[config.mk]
export PLATFORM = sky130hd
export DESIGN_NAME = mem_port_arbiter
export DESIGN_NICKNAME = d
export VERILOG_FILES = /design/src/rtl/mem_port_arbiter_pkg.sv /design/src/rtl/mem_port_arbiter_rr_arbiter_2.sv /design/src/rtl/mem_port_arbiter.sv
export SDC_FILE = /design/constraint.sdc
export NUM_CORES = 1
export LEC_CHECK = 0
export ABC_CLOCK_PERIOD_IN_PS = 2300
export CAP_MARGIN = 30
export CORE_UTILIZATION = 35
export DETAILED_ROUTE_END_ITERATION = 8
export PLACE_DENSITY_LB_ADDON = 0.1
export SLEW_MARGIN = 15
export SYNTH_ARGS = -nofsm -noshare
export SYNTH_HDL_FRONTEND = slang
export SYNTH_SLANG_ARGS = --single-unit
[constraint.sdc]
create_clock -name clock -period 2.3 [get_ports clock]
set_clock_uncertainty 0.05 [all_clocks]
set_input_delay 0.345 -clock clock [delete_from_list [all_inputs] [get_ports clock]]
set_output_delay 0.345 -clock clock [all_outputs]
set_load 0.02 [all_outputs]
[src/rtl/mem_port_arbiter_pkg.sv]
// mem_port_arbiter_pkg
//   Shared definitions for the two-port memory arbiter: FSM state encoding,
//   requester port ids, default bus widths and small request-decode helpers.
//   No ports (package).
package mem_port_arbiter_pkg;

  localparam int ADDR_W_DEFAULT = 6;
  localparam int DATA_W_DEFAULT = 32;

  localparam logic [1:0] ST_IDLE  = 2'd0;
  localparam logic [1:0] ST_ISSUE = 2'd1;
  localparam logic [1:0] ST_WAIT  = 2'd2;
  localparam logic [1:0] ST_DONE  = 2'd3;

  localparam logic PORT_ICACHE = 1'b0;
  localparam logic PORT_DCACHE = 1'b1;

  typedef enum logic {
    OP_READ  = 1'b0,
    OP_WRITE = 1'b1
  } mem_op_e;

  function automatic logic port_req(input logic rd, input logic wr);
    return rd | wr;
  endfunction

  // A port raising both strobes gets a write; the read strobe is ignored.
  function automatic mem_op_e decode_op(input logic wr);
    return wr ? OP_WRITE : OP_READ;
  endfunction

endpackage

[src/rtl/mem_port_arbiter_rr_arbiter_2.sv]
// rr_arbiter_2
//   Combinational two-requester round-robin grant. Kept standalone so other
//   shared resources can reuse it.
// Ports:
//   req0, req1   in   request from requester 0 / 1
//   last_served  in   id of the requester served most recently
//   grant        out  id of the requester to serve next (0 when idle)
module rr_arbiter_2
  import mem_port_arbiter_pkg::*;
(
  input  logic req0,
  input  logic req1,
  input  logic last_served,
  output logic grant
);

  always_comb begin
    grant = PORT_ICACHE;
    if (req0 && req1) begin
      grant = ~last_served;
    end else if (req1) begin
      grant = PORT_DCACHE;
    end
  end

endmodule

[src/rtl/mem_port_arbiter.sv]
// mem_port_arbiter
//   Shares one block-addressed memory between the icache (port 0) and the
//   dcache (port 1). Transfers are serialised, contention is resolved
//   round-robin and each requester is stalled on its own busywait until its
//   transfer has completed.
// Ports:
//   clock, reset                 clock; async active-low reset
//   pN_read, pN_write            port N request strobes
//   pN_address, pN_writedata     port N block address / write-back block
//   pN_readdata, pN_busywait     port N returned block / stall
//   mem_read, mem_write          memory strobes (registered)
//   mem_address, mem_writedata   memory address / write block (registered)
//   mem_readdata, mem_busywait   memory read block / busy
//
// state | meaning
// IDLE  | no transfer; pick a requester and latch its request
// ISSUE | first strobe cycle; memory busywait not yet meaningful
// WAIT  | strobe held until memory busywait is sampled low
// DONE  | strobes low; granted port released for this one cycle
module mem_port_arbiter
  import mem_port_arbiter_pkg::*;
#(
  parameter int ADDR_W = ADDR_W_DEFAULT,
  parameter int DATA_W = DATA_W_DEFAULT
) (
  input  logic              clock,
  input  logic              reset,

  input  logic              p0_read,
  input  logic              p0_write,
  input  logic [ADDR_W-1:0] p0_address,
  input  logic [DATA_W-1:0] p0_writedata,
  output logic [DATA_W-1:0] p0_readdata,
  output logic              p0_busywait,

  input  logic              p1_read,
  input  logic              p1_write,
  input  logic [ADDR_W-1:0] p1_address,
  input  logic [DATA_W-1:0] p1_writedata,
  output logic [DATA_W-1:0] p1_readdata,
  output logic              p1_busywait,

  output logic              mem_read,
  output logic              mem_write,
  output logic [ADDR_W-1:0] mem_address,
  output logic [DATA_W-1:0] mem_writedata,
  input  logic [DATA_W-1:0] mem_readdata,
  input  logic              mem_busywait
);

  logic [1:0]        state;
  logic              grant;
  logic              grant_q;
  logic              last_served;
  mem_op_e           op_q;

  logic              req0;
  logic              req1;
  logic [ADDR_W-1:0] sel_address;
  logic [DATA_W-1:0] sel_writedata;
  mem_op_e           sel_op;
  logic              xfer_end;

  assign req0 = port_req(p0_read, p0_write);
  assign req1 = port_req(p1_read, p1_write);

  rr_arbiter_2 u_rr (
    .req0        (req0),
    .req1        (req1),
    .last_served (last_served),
    .grant       (grant)
  );

  always_comb begin
    sel_address   = p0_address;
    sel_writedata = p0_writedata;
    sel_op        = decode_op(p0_write);
    if (grant == PORT_DCACHE) begin
      sel_address   = p1_address;
      sel_writedata = p1_writedata;
      sel_op        = decode_op(p1_write);
    end
  end

  // Memory busywait is ignored in ISSUE; the first sample that counts is in WAIT.
  assign xfer_end = (state == ST_WAIT) && !mem_busywait;

  always_ff @(posedge clock or negedge reset) begin
    if (!reset) begin
      state         <= ST_IDLE;
      grant_q       <= PORT_ICACHE;
      last_served   <= PORT_DCACHE;
      op_q          <= OP_READ;
      mem_read      <= 1'b0;
      mem_write     <= 1'b0;
      mem_address   <= '0;
      mem_writedata <= '0;
    end else begin
      case (state)
        ST_IDLE: begin
          if (req0 || req1) begin
            state         <= ST_ISSUE;
            grant_q       <= grant;
            op_q          <= sel_op;
            mem_address   <= sel_address;
            mem_writedata <= sel_writedata;
            mem_read      <= (sel_op == OP_READ);
            mem_write     <= (sel_op == OP_WRITE);
          end
        end
        ST_ISSUE: begin
          state <= ST_WAIT;
        end
        ST_WAIT: begin
          if (xfer_end) begin
            state       <= ST_DONE;
            mem_read    <= 1'b0;
            mem_write   <= 1'b0;
            last_served <= grant_q;
          end
        end
        ST_DONE: begin
          state <= ST_IDLE;
        end
        default: begin
          state <= ST_IDLE;
        end
      endcase
    end
  end

  // Read results land even if the requester has already dropped its request.
  always_ff @(posedge clock or negedge reset) begin
    if (!reset) begin
      p0_readdata <= '0;
      p1_readdata <= '0;
    end else if (xfer_end && (op_q == OP_READ)) begin
      if (grant_q == PORT_ICACHE) begin
        p0_readdata <= mem_readdata;
      end else begin
        p1_readdata <= mem_readdata;
      end
    end
  end

  // Combinational in the requests so a fresh request stalls immediately.
  assign p0_busywait = req0 & ~((state == ST_DONE) && (grant_q == PORT_ICACHE));
  assign p1_busywait = req1 & ~((state == ST_DONE) && (grant_q == PORT_DCACHE));

endmodule
After elaboration in Yosys (flattened, before gate mapping)
Cells that the tools add are included.
- equality and inequality tests: 5
- mux-type cells: 15
- bitwise logic cells: 10
- reductions and logical operators: 15
- operators by type and width (kind ; number):
    two-way mux 32 bit ; 1
    AND reduction 2 bit ; 5
    two-way mux 1 bit ; 8
    case mux 2 bit (4 select lines) ; 1
    two-way mux 6 bit ; 1
    inverter 1 bit ; 6
    logical AND 1 bit ; 5
    == test 2 bit (second input constant) ; 2
    two-way mux 2 bit ; 2
    != test 2 bit (second input constant) ; 2
    case mux 1 bit (2 select lines) ; 2
    AND reduction 3 bit ; 1
    bitwise AND 1 bit ; 2
    == test 2 x 1 -> 1 bit (second input constant) ; 1
    zero test 2 bit ; 1
    OR 1 bit ; 2
    nonzero test 2 bit ; 1
    zero test 1 bit ; 1
    logical OR 1 bit ; 1
- bits in registers: 109
- input bits: 115
- output and inout bits: 106
- word-level logic and storage cells: 55

Longest topological paths before layout
Gate-level depths: netlist of the first run.
- depth in word-level cells: 7
- depth in mapped cells: 7
- mapped depth without buffers: 6

Hierarchy
From an unflattened synthesis of the first run, not the netlist that was laid out.
- cell total of the unflattened synthesis: 345
- area total of the unflattened synthesis: 4724.5 sq um
- by module, submodules not included (module ; times used ; cells an instance ; area each (sq um)):
    mem_port_arbiter ; 1 ; 344 ; 4713.3
    rr_arbiter_2 ; 1 ; 1 ; 11.3

Worst setup path after synthesis of the first run
OpenSTA, ideal clock, no wires.
- path kind: flip-flop to flip-flop
- start point: register state[0]
- end point: register p1_readdata[10]
- library setup time: 0.125 ns
- arrival time: 1.592 ns
- data required time: 2.125 ns
- slack: 0.533 ns
- stages on the path, launching flop included: 7
- buffers on the path: 1
- clock period less this slack: 1.767 ns
- cell sequence: dfrtp_1 -> inv_1 -> ha_1 -> nand2b_1 -> nor3_4 -> buf_6 -> mux2_2
- longest elaborated chain between the ends: 4
- RTL lines (item ; line ; text):
    from (decl) ; mem_port_arbiter.sv:51 ; logic [1:0] state;
    from (signal assigned) ; mem_port_arbiter.sv:90 ; state <= ST_IDLE;
    from (signal assigned) ; mem_port_arbiter.sv:102 ; state <= ST_ISSUE;
    from (signal assigned) ; mem_port_arbiter.sv:112 ; state <= ST_WAIT;
    == test 2 bit ; mem_port_arbiter.sv:86 ; assign xfer_end = (state == ST_WAIT) && !mem_busywait;
    logical AND 1 bit ; mem_port_arbiter.sv:86 ;
    logical AND 1 bit ; mem_port_arbiter.sv:137 ; end else if (xfer_end && (op_q == OP_READ)) begin
    AND reduction 2 bit (no source line) ; n/a ;
    to (signal assigned) ; mem_port_arbiter.sv:141 ; p1_readdata <= mem_readdata;
    to (decl) ; mem_port_arbiter.sv:40 ; output logic [DATA_W-1:0] p1_readdata,
Every way passes these cells.
A chain may end at the register's enable or synchronous reset.

Final worst setup path of the first run
- start point: register state[0]
- end point: output p0_busywait
- longest elaborated chain between the ends: 4
- RTL lines (item ; line ; text):
    == test 2 bit ; mem_port_arbiter.sv:147 ; assign p0_busywait = req0 & ~((state == ST_DONE) && (grant_q == PORT_ICACHE));
    logical AND 1 bit ; mem_port_arbiter.sv:147 ;
    inverter 1 bit ; mem_port_arbiter.sv:147 ;
    bitwise AND 1 bit ; mem_port_arbiter.sv:147 ;
    to (decl) ; mem_port_arbiter.sv:34 ; output logic p0_busywait,
Every way passes these cells.

==> reports/results.tsv, run 1 <==
metric	value	unit
status	complete, no violations	
vias	3411	
insertion delay of the later-clocked pin in the worst-skew pair	330	ps
initial antenna violation count	0	
num rows	41	
TritonCTS Buffers	9	
root buffer cell	clkbuf_16	
Slew Limit Fails	0	
f_max	463	MHz
pwr dens	1350	mW/mm²
worst path buffer plus inverter count	1	
Rel. slew slack	65.5	%
Startpoint Class	flop	
ant diodes	0	
Core ar.	0.0127	mm²
P_leak	3.14	nW
RSZ-0062 raised after global routing	false	
number of global-route vias before repair	3447	
Max clock buf depth	2	
Final Cycle Share	93.9	%
CP max-delay cell	clkdlybuf4s50_1	
input/output buffers	220	
layout cells sized above 1	16.7	%
synthesized flop and latch total	109	
final RePlAce weighted congestion	0.744	
met2 WL	5680	µm
1st-pass router iterations	4	
VDD IR max	0.466	mV
Synth top area share	59.3	%
Die Area	0.0135	mm²
# nets final	687	
Post-Syn Area	0.00456	mm²
# setup viols final	0	
slew of the pin with the lowest slew margin	517	ps
total number of H-tree levels	3	
CTS tree	done	
DP Worst Slack	121	ps
final core occ	57.6	%
top cells by area, synth	dfrtp_1 (59%), mux2_2 (15%), mux2i_1 (8.3%)	
critical path fanouts, max	3	
post-synthesis sequential area ratio	59.9	%
Detailed Place HPWL	8550	µm
total number of clock tree sinks	109	
DRT met1 WL	4250	µm
hold crit path type	flop to flop	
minimum clock period	2160	ps
CP arrival	1770	ps
final hold violations	0	
CP endpoint kind	primary output	
WP data required	1900	ps
Area Overhead vs Synth	60.0	%
I/O pin total	221	
Iteration-0 DRC Markers	90	
max-cap viol count	0	
Yosys warning total	0	
Initial Util	36.0	%
Total GRT Usage	16.8	%
largest net degree at the start of global routing	59	
Die Y	116	µm
most frequent cells in the layout	clkdlybuf4s50_1 (219), dfrtp_1 (108), mux2_2 (60), nand2_1 (41), o21ai_0 (39)	
Netlist cell types	25	
CP max stage delay	620	ps
Mapped Nets	461	
CP delay by family, top	buffers and inverters	
Mean Syn Cell Area	13.3	µm²
final wirelength	11100	µm
Syn Inst Count	343	
Sum Neg Setup Slack	0	ps
min setup slack post-route	140	ps
gr ovfl total	0	
Avg WL per Cell	14.9	µm
# resized after CTS	0	
drt drc	0	
vias per inst	4.57	
most common cell after layout, fill and taps aside	clkdlybuf4s50_1	
post-synth top area cell	dfrtp_1	
Die Wd	116	µm
Worst-path clk slew	60	ps
first-pass GRT wire length	17000	µm
antenna-violating nets left	0	
highest metal used	met4	
type of the worst setup path	flop to primary output	
wire length on met3	1060	µm
post-CTS setup buffers	0	
critical path, cell by cell	ha_1 -> a21oi_1 -> clkdlybuf4s50_1	
==> layout make-up <==
cell class | count | area, µm²
Multi-Input combinational cell | 209 | 1680
Sequential cell | 109 | 2730
Fill cell | 1113 | 5380
Tap cell | 172 | 215
Inverter | 6 | 22.5
Clock inverter | 5 | 25.0
Timing Repair Buffer | 234 | 2370
Clock buffer | 11 | 253
==> sequential cells by signal (all words and copies together), names as in the netlist <==
| name | flops |
|---|---|
| mem_writedata | 32 |
| p0_readdata | 32 |
| p1_readdata | 32 |
| mem_address | 6 |
| state | 2 |
| grant_q | 1 |
| last_served | 1 |
| mem_read | 1 |
| mem_write | 1 |
| op_q | 1 |
==> worst register-to-register path: cells and delay by family, from the launching register on <==
kind                       cells  cell delay (ps)
and+or+nand+nor                2              420
muxes                          1              390
DFF                            1              400
adders and majority gates      1              250
buffers and inverters          2              330
==> Yosys cell counts (all sizes together) <==
master and instances:
a21boi 1, a21oi 4, a31oi 1, buf 16, clkbuf 3, dfrtp 108, dfstp 1, ha 3
inv 6, mux2 66, mux2i 38, nand2 41, nand2b 3, nor2 3, nor3 2, nor4 1
o21ai 43, o22a 1, o2bb2ai 1, o32ai 1
==> power by group <==
group	total (W)	leakage [nW]	switching [W]	internal (W)
Sequential	0.00338	1.34	0.000512	0.00287
Combinational	0.00508	1.66	0.00247	0.00261
Clock	0.00142	0.145	0.000636	0.000784
Total	0.00988	3.14	0.00361	0.00626
==> metal layers <==
layer	GRT usage, %	up-vias
met1	17.9	1614
met2	30.6	140
met4	6.15	0
met3	5.97	11
met5	0	-
li1	-	1646
==> timing repair <==
| action | in CTS | in global routing |
|---|---|---|
| setup endpoints to repair | 0 | 0 |
| hold endpoints to repair | 37 | 0 |
| hold buffers | 1 | 0 |
==> per-stage QoR <==
stage	cell area [µm²]	cells	total power [W]	hold slack (ps)
after global routing	7290	746	0.0105	454
after detailed placement	7010	729	0.00856	308
after floorplan	4560	343	0.00600	-0.591
final	7290	746	0.00988	426
after CTS	7290	746	0.0100	435
after global placement	7010	729	0.00844	307
==> logic make-up after synthesis <==
family	synth area share [%]
AND/OR/NAND/NOR	5.02
AO/OA/AOI/OAI	6.12
flip-flops	59.9
adder cells (fa/ha/maj)	0.824
multiplexers	24.7
buffers and inverters	3.49
==> path summary, 6_finish.rpt <==
path,cells after the start,startpoint,to,slack (ps)
min,2,mem_writedata[14],mem_writedata[14],430
min reg2reg,2,mem_writedata[14],mem_writedata[14],430
min in group asynchronous,2,reset,p1_readdata[5],500
max in group asynchronous,3,reset,p0_readdata[6],1020
max,3,state[0],p0_busywait,140
max reg2reg,6,state[0],p0_readdata[27],350
Note: power is estimated with default switching activity, not from simulation.
==> run 2, diff against run 1 <==
SLEW_MARGIN = 5   (was 15)
==> results of run 2 <==
The final DEF is identical to that of run 1; final timing and power are the same.
